<file path="src/rtl/ripl_haar_h_decim_if.sv">
// Actor token interface for the horizontal Haar stage: one pixel input, low/high band outputs.
// The design side uses the slave modport; the environment side uses master.
interface ripl_haar_h_decim_if #(
    parameter int DATA_W = 16,
    parameter int CNT_W  = 16
);
    logic              In1_SEND;
    logic [DATA_W-1:0] In1_DATA;
    logic [CNT_W-1:0]  In1_COUNT;
    logic              In1_ACK;

    logic              Out1_RDY;
    logic              Out1_ACK;
    logic              Out1_SEND;
    logic [DATA_W-1:0] Out1_DATA;
    logic [CNT_W-1:0]  Out1_COUNT;

    logic              Out2_RDY;
    logic              Out2_ACK;
    logic              Out2_SEND;
    logic [DATA_W-1:0] Out2_DATA;
    logic [CNT_W-1:0]  Out2_COUNT;

    modport slave (
        input  In1_SEND, In1_DATA, In1_COUNT, Out1_RDY, Out1_ACK, Out2_RDY, Out2_ACK,
        output In1_ACK, Out1_SEND, Out1_DATA, Out1_COUNT, Out2_SEND, Out2_DATA, Out2_COUNT
    );

    modport master (
        output In1_SEND, In1_DATA, In1_COUNT, Out1_RDY, Out1_ACK, Out2_RDY, Out2_ACK,
        input  In1_ACK, Out1_SEND, Out1_DATA, Out1_COUNT, Out2_SEND, Out2_DATA, Out2_COUNT
    );
endinterface

</file>
<file path="src/rtl/ripl_haar_h_decim.sv">
// Horizontal Haar analysis: pairs adjacent pixels of a row into L=(a+b)>>1 and H=(a-b)>>>1, odd tail replicated.
// Latency: L/H pair sent the cycle after its second pixel is consumed; input blocked while a result waits on RDY.
module ripl_haar_h_decim #(
    parameter int DATA_W = 16,
    parameter int IMG_W  = 512,
    parameter int CNT_W  = 16
) (
    input  logic                     CLK,
    input  logic                     RESET,
    ripl_haar_h_decim_if.slave       io
);
    typedef enum logic [1:0] {
        WAIT_A = 2'd0,
        WAIT_B = 2'd1,
        EMIT   = 2'd2
    } state_t;

    localparam int COL_W = (IMG_W > 1) ? $clog2(IMG_W) : 1;
    localparam logic [COL_W-1:0] COL_LAST = COL_W'(IMG_W - 1);

    state_t            state, state_nxt;
    logic [1:0]        kick_cnt;
    logic              kick_done;
    logic [COL_W-1:0]  col;
    logic [DATA_W-1:0] a_q, l_q, h_q;
    logic              fire, consume, tail, load_a, load_res;
    logic [DATA_W-1:0] pa, pb;
    logic [DATA_W:0]   sum, diff;
    logic              unused_inputs;

    assign unused_inputs = &{1'b0, io.In1_COUNT, io.Out1_ACK, io.Out2_ACK};

    // Saturates at 2: firing starts on the third rising edge after reset release.
    assign kick_done = kick_cnt[1];

    always_ff @(posedge CLK or posedge RESET) begin
        if (RESET) begin
            kick_cnt <= 2'd0;
        end else if (!kick_done) begin
            kick_cnt <= kick_cnt + 2'd1;
        end
    end

    assign fire    = (state == EMIT) & io.Out1_RDY & io.Out2_RDY;
    assign consume = kick_done & io.In1_SEND &
                     ((state == WAIT_A) | (state == WAIT_B) | fire);
    assign tail    = (col == COL_LAST);

    // In WAIT_A/EMIT the incoming pixel is 'a'; a tail pixel pairs with itself, giving L=a, H=0.
    assign pa   = (state == WAIT_B) ? a_q : io.In1_DATA;
    assign pb   = io.In1_DATA;
    assign sum  = {1'b0, pa} + {1'b0, pb};
    assign diff = {1'b0, pa} - {1'b0, pb};

    always_comb begin
        state_nxt = state;
        load_a    = 1'b0;
        load_res  = 1'b0;
        case (state)
            WAIT_B: begin
                if (consume) begin
                    load_res  = 1'b1;
                    state_nxt = EMIT;
                end
            end
            EMIT: begin
                if (fire) begin
                    state_nxt = WAIT_A;
                    if (consume) begin
                        if (tail) begin
                            load_res  = 1'b1;
                            state_nxt = EMIT;
                        end else begin
                            load_a    = 1'b1;
                            state_nxt = WAIT_B;
                        end
                    end
                end
            end
            default: begin
                if (consume) begin
                    if (tail) begin
                        load_res  = 1'b1;
                        state_nxt = EMIT;
                    end else begin
                        load_a    = 1'b1;
                        state_nxt = WAIT_B;
                    end
                end
            end
        endcase
    end

    always_ff @(posedge CLK or posedge RESET) begin
        if (RESET) begin
            state <= WAIT_A;
            col   <= '0;
            a_q   <= '0;
            l_q   <= '0;
            h_q   <= '0;
        end else begin
            state <= state_nxt;
            if (consume) begin
                col <= tail ? '0 : col + COL_W'(1);
            end
            if (load_a) begin
                a_q <= io.In1_DATA;
            end
            if (load_res) begin
                l_q <= sum[DATA_W:1];
                h_q <= diff[DATA_W:1];
            end
        end
    end

    assign io.In1_ACK    = consume;
    assign io.Out1_SEND  = fire;
    assign io.Out2_SEND  = fire;
    assign io.Out1_DATA  = l_q;
    assign io.Out2_DATA  = h_q;
    assign io.Out1_COUNT = CNT_W'(1);
    assign io.Out2_COUNT = CNT_W'(1);
endmodule

</file>
<file path="src/flat_wrapper.sv">
// flat-port wrapper written by rule: the top's interface ports become plain ports
module ripl_haar_h_decim_flat 
#(
    parameter int DATA_W = 16,
    parameter int IMG_W  = 512,
    parameter int CNT_W  = 16
)
  (CLK, RESET, io_In1_SEND, io_In1_DATA, io_In1_COUNT, io_Out1_RDY, io_Out1_ACK, io_Out2_RDY, io_Out2_ACK, io_In1_ACK, io_Out1_SEND, io_Out1_DATA, io_Out1_COUNT, io_Out2_SEND, io_Out2_DATA, io_Out2_COUNT);
  ripl_haar_h_decim_if #(.DATA_W(DATA_W), .CNT_W(CNT_W)) io_i ();
  input  logic CLK;
  input  logic RESET;
  input wire logic [$bits(io_i.In1_SEND)-1:0] io_In1_SEND;
  input wire logic [$bits(io_i.In1_DATA)-1:0] io_In1_DATA;
  input wire logic [$bits(io_i.In1_COUNT)-1:0] io_In1_COUNT;
  input wire logic [$bits(io_i.Out1_RDY)-1:0] io_Out1_RDY;
  input wire logic [$bits(io_i.Out1_ACK)-1:0] io_Out1_ACK;
  input wire logic [$bits(io_i.Out2_RDY)-1:0] io_Out2_RDY;
  input wire logic [$bits(io_i.Out2_ACK)-1:0] io_Out2_ACK;
  output wire logic [$bits(io_i.In1_ACK)-1:0] io_In1_ACK;
  output wire logic [$bits(io_i.Out1_SEND)-1:0] io_Out1_SEND;
  output wire logic [$bits(io_i.Out1_DATA)-1:0] io_Out1_DATA;
  output wire logic [$bits(io_i.Out1_COUNT)-1:0] io_Out1_COUNT;
  output wire logic [$bits(io_i.Out2_SEND)-1:0] io_Out2_SEND;
  output wire logic [$bits(io_i.Out2_DATA)-1:0] io_Out2_DATA;
  output wire logic [$bits(io_i.Out2_COUNT)-1:0] io_Out2_COUNT;
  assign io_i.In1_SEND = io_In1_SEND;
  assign io_i.In1_DATA = io_In1_DATA;
  assign io_i.In1_COUNT = io_In1_COUNT;
  assign io_i.Out1_RDY = io_Out1_RDY;
  assign io_i.Out1_ACK = io_Out1_ACK;
  assign io_i.Out2_RDY = io_Out2_RDY;
  assign io_i.Out2_ACK = io_Out2_ACK;
  assign io_In1_ACK = io_i.In1_ACK;
  assign io_Out1_SEND = io_i.Out1_SEND;
  assign io_Out1_DATA = io_i.Out1_DATA;
  assign io_Out1_COUNT = io_i.Out1_COUNT;
  assign io_Out2_SEND = io_i.Out2_SEND;
  assign io_Out2_DATA = io_i.Out2_DATA;
  assign io_Out2_COUNT = io_i.Out2_COUNT;
  ripl_haar_h_decim #(.DATA_W(DATA_W), .IMG_W(IMG_W), .CNT_W(CNT_W)) u_core (.CLK(CLK), .RESET(RESET), .io(io_i));
endmodule
</file>
<file path="config.mk">
export PLATFORM = sky130hd
export DESIGN_NAME = ripl_haar_h_decim_flat
export DESIGN_NICKNAME = d
export VERILOG_FILES = /design/src/rtl/ripl_haar_h_decim_if.sv /design/src/rtl/ripl_haar_h_decim.sv /design/src/flat_wrapper.sv
export SDC_FILE = /design/constraint.sdc
export NUM_CORES = 1
export LEC_CHECK = 0
export CAP_MARGIN = 20
export CORE_MARGIN = 3
export CORE_UTILIZATION = 47
export CTS_BUF_LIST = sky130_fd_sc_hd__clkbuf_8
export DETAILED_ROUTE_END_ITERATION = 10
export GPL_ROUTABILITY_DRIVEN = 0
export PLACE_DENSITY = 0.79
export SETUP_SLACK_MARGIN = 0.05
export SYNTH_ARGS = -nofsm -noshare
export SYNTH_HDL_FRONTEND = slang
export SYNTH_SLANG_ARGS = --single-unit
export TNS_END_PERCENT = 5
</file>
<file path="constraint.sdc">
create_clock -name CLK -period 3.4 [get_ports CLK]
set_input_delay 0.34 -clock CLK [delete_from_list [all_inputs] [get_ports CLK]]
set_output_delay 0.34 -clock CLK [all_outputs]
set_load 0.03 [all_outputs]
</file>
## Word level (Yosys, flattened, before mapping)

Cells that the tools add are included.

| storage, ports and cells | value |
|---|---|
| register bits | 61 |
| word-level logic and storage cells | 43 |
| output and inout bits | 67 |

| cells by class | value |
|---|---|
| mux-type cells | 18 |
| add/subtract/negate cells | 4 |
| reductions and logical operators | 3 |
| equal/unequal tests | 5 |
| bitwise logic cells | 6 |

Operators by type and width:

| kind | count |
|---|---|
| 16-bit by 16-bit adder with 17-bit output | 1 |
| 16-bit by 16-bit subtractor with 17-bit output | 1 |
| 16-bit 2-to-1 mux | 1 |
| 2-bit 2-to-1 mux | 6 |
| 9-bit by 1-bit adder with 9-bit output, second input constant | 1 |
| 9-bit == test, second input constant | 1 |
| 9-bit 2-to-1 mux | 1 |
| 1-bit 2-to-1 mux | 7 |
| 1-bit bitwise AND | 4 |
| 1-bit one-hot mux with 2 select lines | 2 |
| 2-bit one-hot mux with 2 select lines | 1 |
| 3-bit AND reduction | 1 |
| 2-bit by 1-bit adder with 2-bit output, second input constant | 1 |
| 2-bit by 1-bit == test with 1-bit output, second input constant | 1 |
| 2-bit == test, second input constant | 1 |
| 2-bit zero test | 1 |
| 2-bit by 1-bit != test with 1-bit output, second input constant | 1 |
| 2-bit != test, second input constant | 1 |
| 1-bit OR | 2 |
| 2-bit nonzero test | 1 |

## Logic depth before layout (Yosys ltp)

| logic depth | value |
|---|---|
| word-level depth | 8 |
| mapped depth | 15 |

## Worst setup path after synthesis

OpenSTA, ideal clock, no wires.

| path | value |
|---|---|
| path type | reg2reg |
| start | register u_core.state[1] |
| end | register u_core.h_q[12], in the netlist u_core.io.Out2_DATA[12] |
| setup slack | 0.213 ns |
| cell stages (with the launch flop) | 13 |
| buffers on the path | 2 |
| data arrival time | 3.118 ns |
| path through | dfrtp_1 inv_1 ha_1 buf_6 clkbuf_1 o21ai_0 ha_1 and4bb_4 o21a_4 o41ai_4 a2111oi_2 or4_1 nand3_1 |

| on the way | value |
|---|---|
| cells in the longest elaborated chain, start to end | 8 |

RTL lines:

| element | RTL line | text |
|---|---|---|
| start, declared | ripl_haar_h_decim.sv:21 | `state_t state, state_nxt;` |
| start signal, assigned | ripl_haar_h_decim.sv:102 | `state <= state_nxt;` |
| parallel branches: the longest is 8 deep, another holds 16-bit by 16-bit subtractor with 17-bit output | n/a |  |
| end signal, assigned | ripl_haar_h_decim.sv:111 | `h_q <= diff[DATA_W:1];` |
| end, declared | ripl_haar_h_decim.sv:25 | `logic [DATA_W-1:0] a_q, l_q, h_q;` |

Parallel ways; which one is timed is not known.
A chain may end at the register's enable or synchronous reset.

## Worst setup path after layout

| path | value |
|---|---|
| start | register u_core.state[1] |
| end | register u_core.h_q[11], in the netlist u_core.io.Out2_DATA[11] |

The elaborated chain is that of the path after synthesis.

==> impl_metrics.env <==
export IMPL_outcome="completed"
export IMPL_ys_async_sr_fraction_pct=100.0
export IMPL_nNetsFinal=633
export IMPL_final_area_mm2=0.005146
export IMPL_syn_inst=499
export IMPL_critPathLaunchType="register"
export IMPL_die_h_um=102.6
export IMPL_numPortBuffers=55
export IMPL_path_common_cell="o21ai_0"
export IMPL_regArea_mm2=0.001526
export IMPL_wl_mm=9.481
export IMPL_die_area_mm2=0.01053
export IMPL_cp_arrival_ns=3.30
export IMPL_initial_core_util_pct=49.35
export IMPL_root_buffer="clkbuf_8"
export IMPL_synth_edf_count=0
export IMPL_coreArea_mm2=0.008891
export IMPL_seq_area_frac_synth_pct=34.79
export IMPL_clock_sinks=61
export IMPL_fp_row_count=34
export IMPL_netlist_area_mm2=0.004388
export IMPL_hp_class="input pin to asynchronous set/reset pin"
export IMPL_ys_ff_latch=61
export IMPL_cts_path_max_buffers=2
export IMPL_ant_nets=0
export IMPL_cts_buffers=9
export IMPL_grt_usage_pct=19.24
export IMPL_ys_flop_type="dfrtp_1"
export IMPL_critPathSlowestCell="fa_1"
export IMPL_worst_ep_required_time_ns=3.62
export IMPL_drive_above_1_share_pct=10.87
export IMPL_rsz0062_at_grt="no"
export IMPL_final_util_pct=57.88
export IMPL_setup_viol=0
export IMPL_drv_slew=0
export IMPL_synth_cell_types=54
export IMPL_die_w_um=102.6
export IMPL_synth_warning_count=0
export IMPL_power_density_mw_per_mm2=928.8
export IMPL_cts_tree="built"
export IMPL_tightest_slew_ns=0.5007
export IMPL_hold_viol=0
export IMPL_dp_hpwl_mm=7.456
export IMPL_cp_end_kind="register"
export IMPL_postCtsSetupRepairBufs=0
export IMPL_first_pass_iters=4
export IMPL_grt_pass1_vias=3490
export IMPL_routed_via_density=5.317
export IMPL_period_share_pct=90.48
export IMPL_multi_input_area_mm2=0.002544
export IMPL_overflow=0
export IMPL_path_clk_slew_ns=0.08
export IMPL_grt_max_degree=40
export IMPL_critPathKind="register to register"
export IMPL_power_leakage_nw=2.325
export IMPL_pin_count=106
export IMPL_ir_drop_v=0.0002933
export IMPL_max_slew_margin_pct=66.57
export IMPL_crit_chain="inv_1, ha_4, o21ai_0, fa_1, a211oi_1, o41ai_1, buf_4, o31ai_2, o221ai_1, a21oi_1, xnor2_1, o21ai_0"
export IMPL_area_delta_synth_final_pct=17.28
export IMPL_worstSkewPairLatency_ns=0.35
export IMPL_crit_family="compound AO/OA/AOI/OAI gates"
export IMPL_period_needed_ns=3.076
export IMPL_drc=0
export IMPL_num_vias=3557
export IMPL_fmax_mhz=325.1
export IMPL_postCtsHoldBufs=0
export IMPL_antenna_found_initial=0
export IMPL_drt_iter0_markers=266
export IMPL_placed_cell_area_mm2=0.004950
export IMPL_n_fill_cell=744
export IMPL_drv_cap=0
export IMPL_finClkSkew_ns=0.01252
export IMPL_crit_path_max_incr_delay_ns=0.47
export IMPL_h_tree_depth=3
export IMPL_worst_path_max_fanout=12
export IMPL_tns_ns=0
export IMPL_syn_avg_cell_area_um2=8.794
export IMPL_antenna_cells=0
export IMPL_path_buf_inv=2
export IMPL_grt_pass1_wl_mm=16.08
export IMPL_wire_per_inst_um=14.17
==> placed cells by master, fill, tap and decap left out, types with 3 or more instances in the layout <==
cell type         n
clkinv_2          3
nand3b_1          3
a21o_1            3
o21ai_0          58
and3_1            3
nor2b_1           6
a21oi_1          30
clkbuf_8         10
nand3_1          13
clkdlybuf4s50_1  55
xor2_1            7
o31ai_1           4
buf_4            11
nor2_1           27
o21bai_1          4
nor3_1            6
inv_1            30
o21a_1            4
nand2b_1          7
nand2_1          64
dfrtp_1          61
conb_1           32
mux2_2           16
xnor2_1          22
ha_1             35
==> metal layers <==
metal	track usage [%]	share of wire (%)
met1	26.07	46
met2	30.14	47
met3	4.533	6.2
met4	6.862	1.5
met5	0	0
==> report_power, final <==
part / total (mW) / internal, mW / switching (mW)
clock network: 0.583 / 0.281 / 0.302
logic: 2.97 / 1.24 / 1.73
registers: 1.23 / 1.04 / 0.189
==> cells by family after synthesis <==
kind of cell,after synthesis,share of synthesized area (%)
xor+xnor,29,5.788
simple gates,141,14.77
flops,61,34.79
buf+inv,83,10.18
compound gates,128,18.79
fa+ha+maj,38,11.18
other cells,2,0.1712
mux,17,4.334
==> path summary, 6_finish.rpt <==
path                               startpoint                       to  slack (ns)  cells after the start
max                           u_core.state[1]  u_core.io.Out2_DATA[11]        0.32                     12
min                                     RESET   u_core.io.Out1_DATA[0]        0.34                      2
min in group CLK           u_core.kick_cnt[0]       u_core.kick_cnt[0]        0.47                      1
max reg2reg                   u_core.state[1]  u_core.io.Out2_DATA[11]        0.32                     12
min reg2reg                u_core.kick_cnt[0]       u_core.kick_cnt[0]        0.47                      1
max in group asynchronous               RESET            u_core.col[3]        2.18                      3
==> flip-flops by register name (all words and copies together) (netlist names) <==
register	cells
u_core.a_q	16
u_core.io.Out1_DATA	16
u_core.io.Out2_DATA	16
u_core.col	9
u_core.kick_cnt	2
u_core.state	2
==> metrics by stage <==
step | power [mW] | hold WS (ns) | worst slack (ns) | cells
2_1_floorplan | 3.338 | 0.4392 | 0.2126 | 529
3_3_place_gp | 4.076 | 0.4531 | 0.1479 | 653
3_5_place_dp | 4.169 | 0.4605 | 0.03253 | 653
4_1_cts | 4.762 | 0.3542 | 0.1567 | 669
5_1_grt | 5.161 | 0.3730 | 0.07938 | 669
6_report | 4.780 | 0.3400 | 0.3237 | 669
==> cell usage after synthesis (all sizes together) (3+ instances only) <==
cell type | number | share of area [%]
a211oi | 3 | 0.63
a21o | 3 | 0.51
a21oi | 31 | 3.6
and3 | 3 | 0.43
buf | 38 | 6.3
clkbuf | 13 | 1.1
dfrtp | 61 | 35
ha | 36 | 10
inv | 31 | 2.7
mux2 | 16 | 4.1
nand2 | 64 | 5.5
nand2b | 7 | 1.0
nand3 | 13 | 1.5
nand3b | 3 | 0.51
nor2 | 27 | 2.3
nor2b | 6 | 0.86
nor3 | 6 | 0.68
o21a | 5 | 1.0
o21ai | 58 | 6.6
o21bai | 4 | 0.68
o31ai | 6 | 1.3
o41ai | 4 | 1.7
xnor2 | 22 | 4.4
xor2 | 7 | 1.4
==> worst register-to-register path, stage by stage, from the launching register on <==
cell and delay [ns]:
dfrtp_1 0.41, inv_1 0.12, ha_4 0.24, o21ai_0 0.20
fa_1 0.47, a211oi_1 0.30, o41ai_1 0.10, buf_4 0.14
o31ai_2 0.35, o221ai_1 0.19, a21oi_1 0.21, xnor2_1 0.15
o21ai_0 0.09
==> final cells by class <==
cell class	instances	share of cell area (%)
clock inverter	6	0.7537
sequential	61	29.66
clock buffer	10	2.674
timing repair buffer	67	12.52
tap	108	2.626
multi-input combinational	385	49.43
inverter	32	2.334
==> timing repair <==
action | in CTS | in global routing
resized for setup | 1 | 3
endpoints found under the setup margin | 1 | 11
endpoints found under the hold margin | 0 | 0
(Power assumes the default switching activity.)
==> patch: new RTL, same flow settings <==
`IMG_W` is set to 512 in 2 places; all go to 128.
--- a/src/rtl/ripl_haar_h_decim.sv
+++ b/src/rtl/ripl_haar_h_decim.sv
@@ -3,5 +3,5 @@
 module ripl_haar_h_decim #(
     parameter int DATA_W = 16,
-    parameter int IMG_W  = 512,
+    parameter int IMG_W  = 128,
     parameter int CNT_W  = 16
 ) (
--- a/src/flat_wrapper.sv
+++ b/src/flat_wrapper.sv
@@ -3,5 +3,5 @@
 #(
     parameter int DATA_W = 16,
-    parameter int IMG_W  = 512,
+    parameter int IMG_W  = 128,
     parameter int CNT_W  = 16
 )
Behaviour: same outputs for any inputs over 10 cycles, from zero or initial values and one cycle with RESET high; that may be too few to reach the edited logic, so the function may still have changed.
==> patch against the unedited design <==
- worst setup slack got worse by 0.014 ns
- power down 3.0%
- sequential share of layout area shrank 0.60 points
- die area shrank 1.0%
- synthesized cell count rose by 4.2%
- area after synthesis decreased by 1.1%
- sequential cell count is 2 lower
- wire length is 2.1% higher
- non-clock buffer count down 2
- design area shrank 1.3%
- critical endpoint is now u_core.io.Out2_DATA[14]
==> patch: results (changes against the unedited design) <==
Worst setup path
  • Slowest stage cell, crit path: ha_1
  • Crit-path max FO: 37 (+25)

Power
  • Peak VDD IR: 255 µV (-13%)
  • Pleak: 2.33 nW (+0.39%)

Synthesis
  • Adder-Cell Fraction of Synth Area: 10.7% (-0.45 points)
  • Register area share after synthesis: 34.0% (-0.77 points)
  • Mux share of post-synthesis cell area: 0.490% (-3.8 points)
  • XOR/XNOR share of the synthesized area: 5.45% (-0.34 points)
  • Compound-gate portion of the synthesized area: 20.8% (+2.0 points)
  • Post-synth cell types: 62 (+15%)
  • Avg Inst Size Synth: 8.35 µm² (-5.1%)

Route
  • Routed wl met2: 4580 µm (+3.6%)
  • Initial DRC count: 287 (+7.9%)
  • Vias: 3604 (+1.3%)
  • DRT Pass-1 Iters: 5 (+1)

Timing
  • Final WS setup: 0.309 ns (-0.0143 ns)
  • Setup Skew: 0.00791 ns (-0.00462 ns)
  • WHS: 0.382 ns (+0.0424 ns)

Final layout
  • Multi-input logic area: 2500 µm² (-1.6%)
  • Layout cells sized above 1: 6.62% (-4.3 points)

Placement
  • Post-detail-place hpwl: 7590 µm (+1.8%)
  • Placed insts: 666 (+2.0%)
  • Place WS: 0.212 ns (+0.180 ns)

Global routing
  • Vias in the first global route: 3462 (-0.80%)
  • GRT met1 Usage: 25.8% (-0.27 points)
  • Largest net degree at the start of global routing: 58 (+45%)
  • First-pass GRT wire length: 16100 µm (+0.12%)
  • Met3 Track Usage GR: 3.69% (-0.85 points)

Status
  • Run status: finished, final reports clean

CTS
  • PostCTS Resize Cnt: 0 (-1)
## patch: power by group
part / switching, mW / internal (mW)
combinational: 1.69 / 1.12
sequential: 0.186 / 1.01
clock: 0.289 / 0.352
total: 2.16 / 2.47
## patch: worst paths after layout
| kind | startpoint | to | cells past startpoint |
|---|---|---|---|
| max | u_core.state[1] | u_core.io.Out2_DATA[14] | 11 |
| min | RESET | u_core.io.Out2_DATA[3] | 2 |
| max reg2reg | u_core.state[1] | u_core.io.Out2_DATA[14] | 11 |
| min reg2reg | u_core.kick_cnt[0] | u_core.kick_cnt[0] | 1 |
| max in group asynchronous | RESET | u_core.io.Out2_DATA[14] | 3 |
| min in group CLK | u_core.kick_cnt[0] | u_core.kick_cnt[0] | 1 |
## patch: area by class of cell
cell class / instances / area share, %
well taps: 108 / 2.66
repair buffers: 65 / 12.6
flip-flops and latches: 59 / 29.1
clock inverters: 6 / 1.11
inverters: 35 / 2.63
multi-input cells: 399 / 49.3
clock buffers: 10 / 2.71
